==> src/rtl/amber48_uart_tx.sv <==
// amber48_uart_tx
// Byte-serial 8N1 UART transmitter fed through a small byte FIFO.
// The bit period is DIV = CLK_HZ / BAUD clock cycles. The data memory is
// stalled on a UART store only while the FIFO is full.
//
// Ports:
//   clk_i    clock
//   rst_ni   asynchronous active-low reset
//   valid_i  byte offered on data_i this cycle
//   data_i   byte to transmit
//   ready_o  FIFO can accept a byte this cycle
//   tx_o     serial line, idle high, registered
//   busy_o   FIFO non-empty or frame in progress
//
// Shifter states:
//   state   | meaning
//   S_IDLE  | line idle high, waiting for a queued byte
//   S_START | start bit (low) for DIV cycles
//   S_DATA  | eight data bits, LSB first, DIV cycles each
//   S_STOP  | stop bit (high) for DIV cycles, then chain or idle
module amber48_uart_tx #(
  parameter int CLK_HZ     = 100_000_000,
  parameter int BAUD       = 115_200,
  parameter int FIFO_DEPTH = 4
) (
  input  logic       clk_i,
  input  logic       rst_ni,
  input  logic       valid_i,
  input  logic [7:0] data_i,
  output logic       ready_o,
  output logic       tx_o,
  output logic       busy_o
);

  localparam int DIV  = CLK_HZ / BAUD;
  localparam int CW   = (DIV < 2) ? 1 : $clog2(DIV);
  localparam int PW   = (FIFO_DEPTH < 2) ? 1 : $clog2(FIFO_DEPTH);
  localparam int CNTW = PW + 1;

  generate
    if (DIV < 2) begin : g_div_check
      $fatal(1, "amber48_uart_tx: CLK_HZ / BAUD must be at least 2");
    end
    if (FIFO_DEPTH < 2 || (FIFO_DEPTH & (FIFO_DEPTH - 1)) != 0) begin : g_depth_check
      $fatal(1, "amber48_uart_tx: FIFO_DEPTH must be a power of two >= 2");
    end
  endgenerate

  typedef enum logic [1:0] {S_IDLE, S_START, S_DATA, S_STOP} state_e;

  // FIFO
  logic [7:0]      mem [FIFO_DEPTH];
  logic [PW-1:0]   wptr, rptr;
  logic [CNTW-1:0] count;
  logic            push, pop;

  assign ready_o = (count != CNTW'(FIFO_DEPTH));
  assign push    = valid_i && ready_o;

  always_ff @(posedge clk_i) begin
    if (push) mem[wptr] <= data_i;
  end

  always_ff @(posedge clk_i or negedge rst_ni) begin
    if (!rst_ni) begin
      wptr  <= '0;
      rptr  <= '0;
      count <= '0;
    end else begin
      if (push) wptr <= wptr + PW'(1);
      if (pop)  rptr <= rptr + PW'(1);
      case ({push, pop})
        2'b10:   count <= count + CNTW'(1);
        2'b01:   count <= count - CNTW'(1);
        default: ;
      endcase
    end
  end

  // Shifter
  state_e        state, state_d;
  logic [CW-1:0] cnt, cnt_d;
  logic [2:0]    bit_idx, bit_idx_d;
  logic [7:0]    shreg, shreg_d;
  logic          tx_q, tx_d;
  logic          bit_end;
  logic          fifo_nonempty;

  assign bit_end       = (cnt == CW'(DIV - 1));
  assign fifo_nonempty = (count != '0);

  always_ff @(posedge clk_i or negedge rst_ni) begin
    if (!rst_ni) begin
      state   <= S_IDLE;
      cnt     <= '0;
      bit_idx <= '0;
      shreg   <= '0;
      tx_q    <= 1'b1;
    end else begin
      state   <= state_d;
      cnt     <= cnt_d;
      bit_idx <= bit_idx_d;
      shreg   <= shreg_d;
      tx_q    <= tx_d;
    end
  end

  always_comb begin
    state_d   = state;
    cnt_d     = cnt + CW'(1);
    bit_idx_d = bit_idx;
    shreg_d   = shreg;
    tx_d      = tx_q;
    pop       = 1'b0;
    case (state)
      S_IDLE: begin
        cnt_d = '0;
        tx_d  = 1'b1;
        if (fifo_nonempty) begin
          pop     = 1'b1;
          shreg_d = mem[rptr];
          tx_d    = 1'b0;
          state_d = S_START;
        end
      end
      S_START: begin
        if (bit_end) begin
          cnt_d     = '0;
          bit_idx_d = '0;
          tx_d      = shreg[0];
          state_d   = S_DATA;
        end
      end
      S_DATA: begin
        if (bit_end) begin
          cnt_d = '0;
          if (bit_idx == 3'd7) begin
            tx_d    = 1'b1;
            state_d = S_STOP;
          end else begin
            // shreg[0] is always the bit on the line; shift and present the next one
            bit_idx_d = bit_idx + 3'd1;
            shreg_d   = {1'b0, shreg[7:1]};
            tx_d      = shreg[1];
          end
        end
      end
      S_STOP: begin
        if (bit_end) begin
          cnt_d = '0;
          if (fifo_nonempty) begin
            // chain straight into the next start bit, no idle gap
            pop     = 1'b1;
            shreg_d = mem[rptr];
            tx_d    = 1'b0;
            state_d = S_START;
          end else begin
            tx_d    = 1'b1;
            state_d = S_IDLE;
          end
        end
      end
      default: begin
        state_d = S_IDLE;
        tx_d    = 1'b1;
      end
    endcase
  end

  assign tx_o   = tx_q;
  assign busy_o = (state != S_IDLE) || fifo_nonempty;

endmodule

==> config.mk <==
export PLATFORM = sky130hd
export DESIGN_NAME = amber48_uart_tx
export DESIGN_NICKNAME = d
export VERILOG_FILES = /design/src/rtl/amber48_uart_tx.sv
export SDC_FILE = /design/constraint.sdc
export NUM_CORES = 1
export LEC_CHECK = 0
export ABC_CLOCK_PERIOD_IN_PS = 5000
export BUFFER_PORTS_ARGS = -buffer_cell sky130_fd_sc_hd__buf_2
export CAP_MARGIN = 20
export CORE_ASPECT_RATIO = 1.1
export CORE_MARGIN = 1.5
export CORE_UTILIZATION = 39
export CTS_BUF_LIST = sky130_fd_sc_hd__clkbuf_4
export CTS_CLUSTER_SIZE = 20
export DETAILED_ROUTE_END_ITERATION = 8
export GPL_ROUTABILITY_DRIVEN = 0
export PLACE_DENSITY = 0.64
export SLEW_MARGIN = 20
export SYNTH_ARGS = -nofsm -noshare
export SYNTH_HDL_FRONTEND = slang
export SYNTH_SLANG_ARGS = --single-unit
==> constraint.sdc <==
create_clock -name clk_i -period 5 [get_ports clk_i]
set_input_delay 0.75 -clock clk_i [delete_from_list [all_inputs] [get_ports clk_i]]
set_output_delay 0.75 -clock clk_i [all_outputs]
set_load 0.02 [all_outputs]
==> flow_summary.toml, run 1 <==
[yosys]
ys_warn_count = 0
synth_area_leaders = "edfxtp_1 33%, dfrtp_1 25%, mux4_2 6.1%, ha_1 5.9%, mux2_2 4.2%"
async_flop_share = 0.492
synthMuxAreaShare = 0.144
synth_xor_area_frac = 0.0415
synth_adder_area_share = 0.0661
postSynthCellCount = 205
ys_seq_area_frac = 0.589
syn-cell-area_um2 = 2950
ys.flop_type = "edfxtp_1"
synth_top_cell_by_area = "edfxtp_1"
synthSimpleGateAreaFrac = 0.0962
postSynthAreaPerCell_um2 = 14.4
synth_edf_count = 32
synth_nets = 231
synthDistinctLibCells = 36
synth_top_area_frac = 0.326
synth_top_family_by_area = "multiplexers"
synth_compound_area_frac = 0.0369
synth.most_common_cell = "edfxtp_1"
ys_seq_elements = 63
synth_commonest_cells = "32 x edfxtp_1, 30 x dfrtp_1, 17 x nor2_1"

[setup_path]
worstSetupPathType = "reg -> reg"
crit_path_end_kind = "register"
cp_data_arrival_time_ns = 2.77
startpoint_type = "register"
reg2reg_from = "cnt[0]"
critPathSlowestCell = "fa_1"
worstPathCellList = "ha_1 -> and4b_4 -> a41oi_1 -> nor3_1 -> ha_1 -> fa_1 -> mux2_2"
worst-path-max-fanout = 4
cp_data_required_time_ns = 5.29
critical_path.most_common_cell = "ha_1"
r2r_cells = 7
rrSetupSlack_ns = 2.52
reg2reg_to = "count[1]"
cp_slowest_stage_delay_ns = 0.42

[finish]
syn2layout_area_growth_pct = 8.18
register_area_um2 = 1740
final_nets = 248
multiInputGateArea_um2 = 1130
drive_above_1_share = 0.260
final_util = 0.432
n_antenna_cell = 0
fillCellCount = 654

[die]
pin_count = 14
num_rows = 33
die_area_um2 = 8100
die_x_um = 85.9
core-area_um2 = 7390
start_util = 0.399
die_h_um = 94.2

[timing]
period_needed_ns = 2.48
post-route-period-util = 0.495
tightest_slew_ns = 0.718
setup-violations-final = 0
maxSlewHeadroom = 0.521
hold_violations = 0
rsz0062_at_grt = "no"
max_freq_mhz = 404
clock_skew_ns = 0.0135
tns_ns = 0
holdWs_ns = 0.391
slew_viol_final = 0

[pwr]
p_int_uw = 1210
ir_drop_mv = 0.255
comb_power_share = 0.393
power_leakage_uw = 0.00129
p_sw_uw = 641
power.share.clock = 0.160
power.density_nw_per_um2 = 578
switching_share = 0.347
seq_power_share = 0.448

[outcome]
status = "finished clean"

[min_path]
min_path_type = "in -> async"

[cts]
ctsResizeCount = 0
cts_max_level = 3
holdBufCountCts = 0
cts_buffers = 9
cts_root_buf = "clkbuf_4"
clock_path_buffers = 2
clkTransAtPathRegs_ns = 0.11
tritoncts = "yes"
cts_setup_buffers = 0
clock_sinks = 63
insertion_delay_ns = 0.40

[global_route]
grt_max_degree = 32
antenna_found_initial = 0
top_usage_layer = "met2"
use_met1 = 0.162
grt_pass1_wl_um = 7640
grt_usage = 0.128
use_met2 = 0.198
gr-usage-met3 = 0.0448
overflow = 0
grt_pass1_vias = 1555

[detailed_routing]
drc_errors = 0
avgRoutedWirePerCell_um = 14.6
first_pass_iters = 4
final_antenna_net_count = 0
drt_iter0_drc = 79
postRouteWirelength_um = 4600
viasPerCell = 5.14
dr_total_vias = 1615

[placed_design]
hpwl_um = 3180
numPortBuffers = 13

[flow_run]
drv_cap = 0
==> critical path: cells and delay by family (launching register included) <==
| kind | cells | cell delay [ns] |
|---|---|---|
| adder cells (fa/ha/maj) | 3 | 0.94 |
| AND/OR/NAND/NOR | 2 | 0.61 |
| flip-flops | 1 | 0.41 |
| multiplexers | 1 | 0.26 |
| AO/OA/AOI/OAI | 1 | 0.15 |
==> placed cells by master, fill, tap and decap left out, drive strengths merged, types with 6 or more instances in the layout <==
master,instances
dfrtp,30
buf,13
and3,6
edfxtp,32
inv,9
nor3,6
nand3,11
nand2,6
clkbuf,9
mux2,19
ha,14
nor2,17
mux4,8
xnor2,9
==> worst max path at each step <==
| stage | slack (ns) | end | start |
|---|---|---|---|
| floorplan | 2.81 | count[1] | cnt[0] |
| global placement | 2.67 | count[1] | cnt[0] |
| detailed placement | 2.53 | count[1] | cnt[0] |
| CTS | 2.51 | count[1] | cnt[0] |
| global route | 2.37 | count[1] | cnt[0] |
| finish | 2.52 | count[1] | cnt[0] |
==> registers in the layout (all words and copies together), names as in the netlist <==
name	flops
wptr	2
tx_o	1
cnt	10
shreg	8
bit_idx	3
rptr	2
state	2
count	3
mem	32
==> cells by family after synthesis <==
| kind of cell | after synthesis |
|---|---|
| and+or+nand+nor | 56 |
| AOI/OAI and AO/OA | 15 |
| DFF | 63 |
| buffers and inverters | 15 |
| xor gates and xnor gates | 14 |
| muxes | 27 |
| adders and majority gates | 15 |
==> cell type report <==
cell class / instances / area share
Multi-Input combinational cell: 127 / 0.355
Clock buffer: 9 / 0.0212
Clock inverter: 7 / 0.0153
Timing Repair Buffer: 13 / 0.0204
Sequential cell: 63 / 0.544
Inverter: 8 / 0.00940
Tap cell: 87 / 0.0341
==> per-stage QoR <==
| step | total power (uW) | cell area, um2 | worst slack (ns) | std cells |
|---|---|---|---|---|
| CTS | 1870 | 3190 | 2.51 | 314 |
| global route | 1990 | 3190 | 2.37 | 314 |
| finish | 1850 | 3190 | 2.52 | 314 |
| detailed placement | 1570 | 3080 | 2.53 | 298 |
| floorplan | 1450 | 2950 | 2.81 | 205 |
| global placement | 1560 | 3080 | 2.67 | 298 |
==> routing by layer <==
layer	share of wire	up-vias
met2	0.49	21
met3	0.034	5
met4	0.012	0
met5	0	-
li1	-	783
met1	0.47	806
==> power by group through the flow <==
stage | clock network, uW | logic, uW | registers, uW
finish | 295 | 725 | 827
CTS | 307 | 737 | 829
floorplan | 0 | 662 | 785
global route | 331 | 805 | 852
detailed placement | 0 | 735 | 839
global placement | 0 | 719 | 837
Note: power is estimated with default switching activity, not from simulation.
==> run 2, diff against run 1 <==
Settings changed: ABC_CLOCK_PERIOD_IN_PS 5000 to 2400.
Clock period 5 ns to 2.4 ns, I/O delays scaled along.
==> run 2 against run 1 <==
- register-to-register slack worse by 2.4 ns
- critical path depth up 2
- setup slack worse by 2.4 ns
- utilization up 1.1 points
- non-clock buffer count up 5
- maximum frequency up 9.1%
- worst hold slack worse by 0.24 ns
- cell count up 1.6%
- flip-flop and latch count unchanged
- clock-buffer cell count unchanged
- wire length up 0.17%
- combinational power up 120%
- largest cell class unchanged
==> flow_summary.toml, run 2 (synthesized netlist as in run 1, its figures left out) <==
[outcome]
status = "finished clean"

[pwr]
switching_share = 0.339
seq_power_share = 0.415
p_sw_uw = 1370
power_leakage_uw = 0.00133
power.density_nw_per_um2 = 1230
power.share.clock = 0.188
comb_power_share = 0.397
ir_drop_mv = 0.599
p_int_uw = 2670

[timing]
period_needed_ns = 2.27
max_freq_mhz = 441
hold_violations = 0
slew_viol_final = 0
maxSlewHeadroom = 0.519
clock_skew_ns = 0.0246
post-route-period-util = 0.946
rsz0062_at_grt = "no"
setup-violations-final = 0
tns_ns = 0
tightest_slew_ns = 0.721

[cts]
cts_root_buf = "clkbuf_4"
clock_path_buffers = 2
clkTransAtPathRegs_ns = 0.13
cts_buffers = 9
tritoncts = "yes"
insertion_delay_ns = 0.42
cts_max_level = 3
clock_sinks = 63

[finish]
top_regs = "mem (32), cnt (10), shreg (8)"
multiInputGateArea_um2 = 1150
drive_above_1_share = 0.284
final_cell_area_um2 = 3280
regMostFlops = "mem"
n_antenna_cell = 0
syn2layout_area_growth_pct = 11.0
layout_commonest_cell = "edfxtp_1"
final_util = 0.443
final_nets = 253
largest_reg_flops = 32
mostFrequentLayoutCells = "32 x edfxtp_1, 30 x dfrtp_1, 17 x nor2_1"
register_area_um2 = 1740
fillCellCount = 666

[placed_design]
hpwl_um = 3120
numPortBuffers = 13
place_area_um2 = 3110

[die]
num_rows = 33
start_util = 0.399
pin_count = 14
die_h_um = 94.2
die_x_um = 85.9
die_area_um2 = 8100
core-area_um2 = 7390

[setup_path]
crit_path_end_kind = "register"
cp_data_required_time_ns = 2.70
cp_data_arrival_time_ns = 2.57
worst-path-max-fanout = 4
startpoint_type = "register"
worstSetupPathType = "reg -> reg"

[min_path]
min_path_type = "in -> reg"

[global_route]
grt_pass1_wl_um = 7890
overflow = 0
grt_max_degree = 32
antenna_found_initial = 0
grt_usage = 0.131
grt_pass1_vias = 1645

[detailed_routing]
dr_total_vias = 1658
first_pass_iters = 4
postRouteWirelength_um = 4600
avgRoutedWirePerCell_um = 14.4
viasPerCell = 5.20
final_antenna_net_count = 0
drt_iter0_drc = 70
drc_errors = 0

[flow_run]
drv_cap = 0
## run 2: worst max-delay path, cell delays in order, from the launching register on
cell,delay (ns)
dfrtp_1,0.43
ha_1,0.23
and4b_4,0.20
a41oi_2,0.23
nor3_2,0.09
ha_1,0.23
fa_1,0.38
xnor2_1,0.17
nor2_1,0.07
xor2_1,0.13
## run 2: final timing paths
path | from | end | slack (ns) | cells after the start
max reg2reg | cnt[0] | count[2] | 0.13 | 9
min | data_i[7] | mem[0][7] | 0.15 | 1
min in group asynchronous | rst_ni | cnt[6] | 0.53 | 2
min reg2reg | cnt[0] | cnt[0] | 0.49 | 1
max in group asynchronous | rst_ni | wptr[1] | 1.39 | 2
max | cnt[0] | count[2] | 0.13 | 9
## run 2: timing repair
action / 4_1_cts / 5_1_grt
setup buffers: 0 / 0
setup endpoints to repair: 0 / 2
endpoints found under the hold margin: 5 / 0
hold buffers: 1 / 0
resized for setup: 0 / 2
## run 2: per-stage QoR
stage / std cells / worst slack, ns / hold slack (ns) / total power (uW)
after global placement: 302 / 0.126 / 0.465 / 3290
after floorplan: 205 / 0.209 / 0.0644 / 3020
final: 319 / 0.130 / 0.149 / 4040
after CTS: 319 / 0.0148 / 0.129 / 4090
after detailed placement: 302 / 0.0408 / 0.468 / 3310
after global routing: 319 / 0.0227 / 0.128 / 4350
## run 2: power by group through the flow
stage	sequential [uW]	combinational (uW)	clock (uW)
global placement	1700	1590	0
CTS	1680	1620	783
global route	1720	1790	832
floorplan	1640	1380	0
detailed placement	1700	1610	0
finish	1680	1610	760
## run 2: routing by layer
layer  vias up  global-route usage  part of all wire
li1        795                   -                 -
met1       830               0.168              0.47
met2        25               0.199              0.48
met3         8              0.0448             0.032
met4         0              0.0645             0.020
met5         -                   0                 0
## run 2: area by class of cell
type	count	share of cell area
well taps	87	0.0332
repair buffers	18	0.0321
multi-input cells	127	0.350
clock inverters	7	0.0241
inverters	8	0.00917
clock buffers	9	0.0206
flip-flops and latches	63	0.531
==> run 3, diff against run 2 <==
Settings changed: ABC_AREA from default to 1.
==> run 3 against run 2 <==
- first-iteration DRC count is 10% lower
- synthesized area is 3.9% higher
- clock power rose by 19%
- setup slack gained 0.012 ns
- combinational power shrank 77%
- register-to-register slack about the same
- cell count grew 44%
- sequential power shrank 20%
- utilization increased by 2.1 points
- maximum frequency grew 0.52%
- flip-flop and latch count unchanged
- critical path type unchanged
==> flow_summary.toml, run 3 <==
[yosys]
synth_area_leaders = "edfxtp_1 31%, dfrtp_1 24%, nand2_1 13%, ha_1 5.7%, nand3_1 5.7%"
synth_top_cell_by_area = "edfxtp_1"
postSynthCellCount = 319
ys_seq_elements = 63
ys.flop_type = "edfxtp_1"
synth_top_area_frac = 0.313
ys_warn_count = 0
ys_seq_area_frac = 0.566
synth_nets = 345
synth_commonest_cells = "108 x nand2_1, 35 x nand3_1, 32 x edfxtp_1"
postSynthAreaPerCell_um2 = 9.62
async_flop_share = 0.492
synthDistinctLibCells = 33
synth.most_common_cell = "nand2_1"
syn-cell-area_um2 = 3070
synth_edf_count = 32

[placed_design]
place_area_um2 = 3290
hpwl_um = 3790
numPortBuffers = 13
pre_cts_slack_ns = 0.0938

[timing]
hold_violations = 0
slew_viol_final = 0
max_freq_mhz = 443
post-route-period-util = 0.941
maxSlewHeadroom = 0.540
period_needed_ns = 2.26
clock_skew_ns = 0.00965
holdWs_ns = 0.163
tns_ns = 0
worst_slack_ns = 0.142
setup-violations-final = 0
tightest_slew_ns = 0.690
rsz0062_at_grt = "no"

[cts]
clock_path_buffers = 2
insertion_delay_ns = 0.40
clock_sinks = 63
cts_buffers = 9
tritoncts = "yes"
clkTransAtPathRegs_ns = 0.11
cts_max_level = 3
cts_root_buf = "clkbuf_4"

[global_route]
grt_usage = 0.150
overflow = 0
grt_pass1_wl_um = 9500
grt_max_degree = 32
grt_pass1_vias = 2087
antenna_found_initial = 0

[setup_path]
reg2reg_to = "count[2]"
startpoint_type = "register"
worst-path-max-fanout = 4
cp_data_arrival_time_ns = 2.55
rrSetupSlack_ns = 0.14
crit_path_end_kind = "register"
critPathLaunch = "state[1]"
worstSetupPathType = "reg -> reg"
r2r_cells = 12
cp_data_required_time_ns = 2.69
reg2reg_from = "state[1]"

[die]
die_x_um = 87.6
die_area_um2 = 8410
start_util = 0.406
num_rows = 33
pin_count = 14
core-area_um2 = 7560
die_h_um = 96.0

[finish]
largest_reg_flops = 32
n_antenna_cell = 0
syn2layout_area_growth_pct = 14.3
final_nets = 376
regMostFlops = "mem"
mostFrequentLayoutCells = "108 x nand2_1, 35 x nand3_1, 32 x edfxtp_1"
top_regs = "mem (32), cnt (10), shreg (8)"
final_cell_area_um2 = 3510
drive_above_1_share = 0.175
layout_commonest_cell = "nand2_1"

[detailed_routing]
wl_met3_um = 174
routed.top_layer = "met4"
final_antenna_net_count = 0
met2_length_um = 2540
drc_errors = 0
viasPerCell = 4.58
postRouteWirelength_um = 5360
dr_total_vias = 2105
avgRoutedWirePerCell_um = 11.6
drt_iter0_drc = 63
wl_met1_um = 2570
first_pass_iters = 4

[pwr]
p_total_uw = 2620
power_leakage_uw = 0.00162
power.density_nw_per_um2 = 748
ir_drop_mv = 0.400

[min_path]
worstHoldEndpoint = "mem[0][4]"
hold_path_startpoint = "data_i[4]"
hold_depth = 1
min_path_type = "in -> reg"

[flow_run]
drv_cap = 0

[outcome]
status = "finished clean"
==> run 3: cell count changes after synthesis, sizes merged, moves of 6 or more <==
cell | previous run | this run
and3 | 6 | 0
inv | 8 | 31
nand2 | 6 | 113
xnor2 | 9 | 1
mux2 | 19 | 0
mux4 | 8 | 0
nand3 | 11 | 36
==> run 3: area by class of cell <==
cell class	instances	area, um2
multi-input combinational	218	1170
clock inverter	7	111
fill	733	4050
clock buffer	9	67.6
tap	105	131
sequential	63	1740
timing repair buffer	27	173
inverter	31	116
==> run 3: layer usage <==
layer | global-route usage | vias to the layer above
li1 | - | 1092
met1 | 0.190 | 983
met2 | 0.244 | 22
met3 | 0.0403 | 8
met4 | 0.0648 | 0
met5 | 0 | -
==> run 3: worst max-delay path by stage <==
stage | to | cells after the start
after global placement | count[2] | 12
after CTS | count[2] | 12
final | count[2] | 12
after detailed placement | count[2] | 12
after global routing | count[2] | 12
after floorplan | count[2] | 12
==> run 3: critical path, cell delays in order (launching register included) <==
cell and delay (ns):
dfrtp_1 0.40, inv_1 0.13, ha_4 0.30, inv_1 0.04, nand2_1 0.07, a21oi_1 0.07
nand2_1 0.12, inv_1 0.05, ha_1 0.21, fa_1 0.39, a21oi_1 0.13, o21ai_0 0.11
xor2_1 0.15
==> run 3: kinds of logic (layout without fill, tap and decap cells) <==
group	Yosys count	count (layout)	synth area share
compound gates	13	13	0.0265
flops	63	63	0.566
simple gates	183	183	0.267
fa+ha+maj	15	15	0.0636
buf+inv	38	74	0.0563
xor+xnor	7	7	0.0200
==> run 3: through the flow <==
stage          instances   util
3_5_place_dp         441  0.436
4_1_cts              458  0.461
3_3_place_gp         441  0.436
6_report             460  0.464
2_1_floorplan        319      -
5_1_grt              460  0.464
==> run 3: what timing repair did <==
action / CTS / global route
resized for setup: 0 / 1
endpoints found under the setup margin: 0 / 2
hold buffers: 1 / 0
endpoints found under the hold margin: 13 / 0
setup buffers: 0 / 2
==> run 3: where the power goes <==
part / internal [uW] / switching, uW / total [uW] / leakage [uW]
clock: 520 / 383 / 904 / 0.0000933
sequential: 1300 / 55.8 / 1350 / 0.000671
combinational: 132 / 233 / 365 / 0.000851
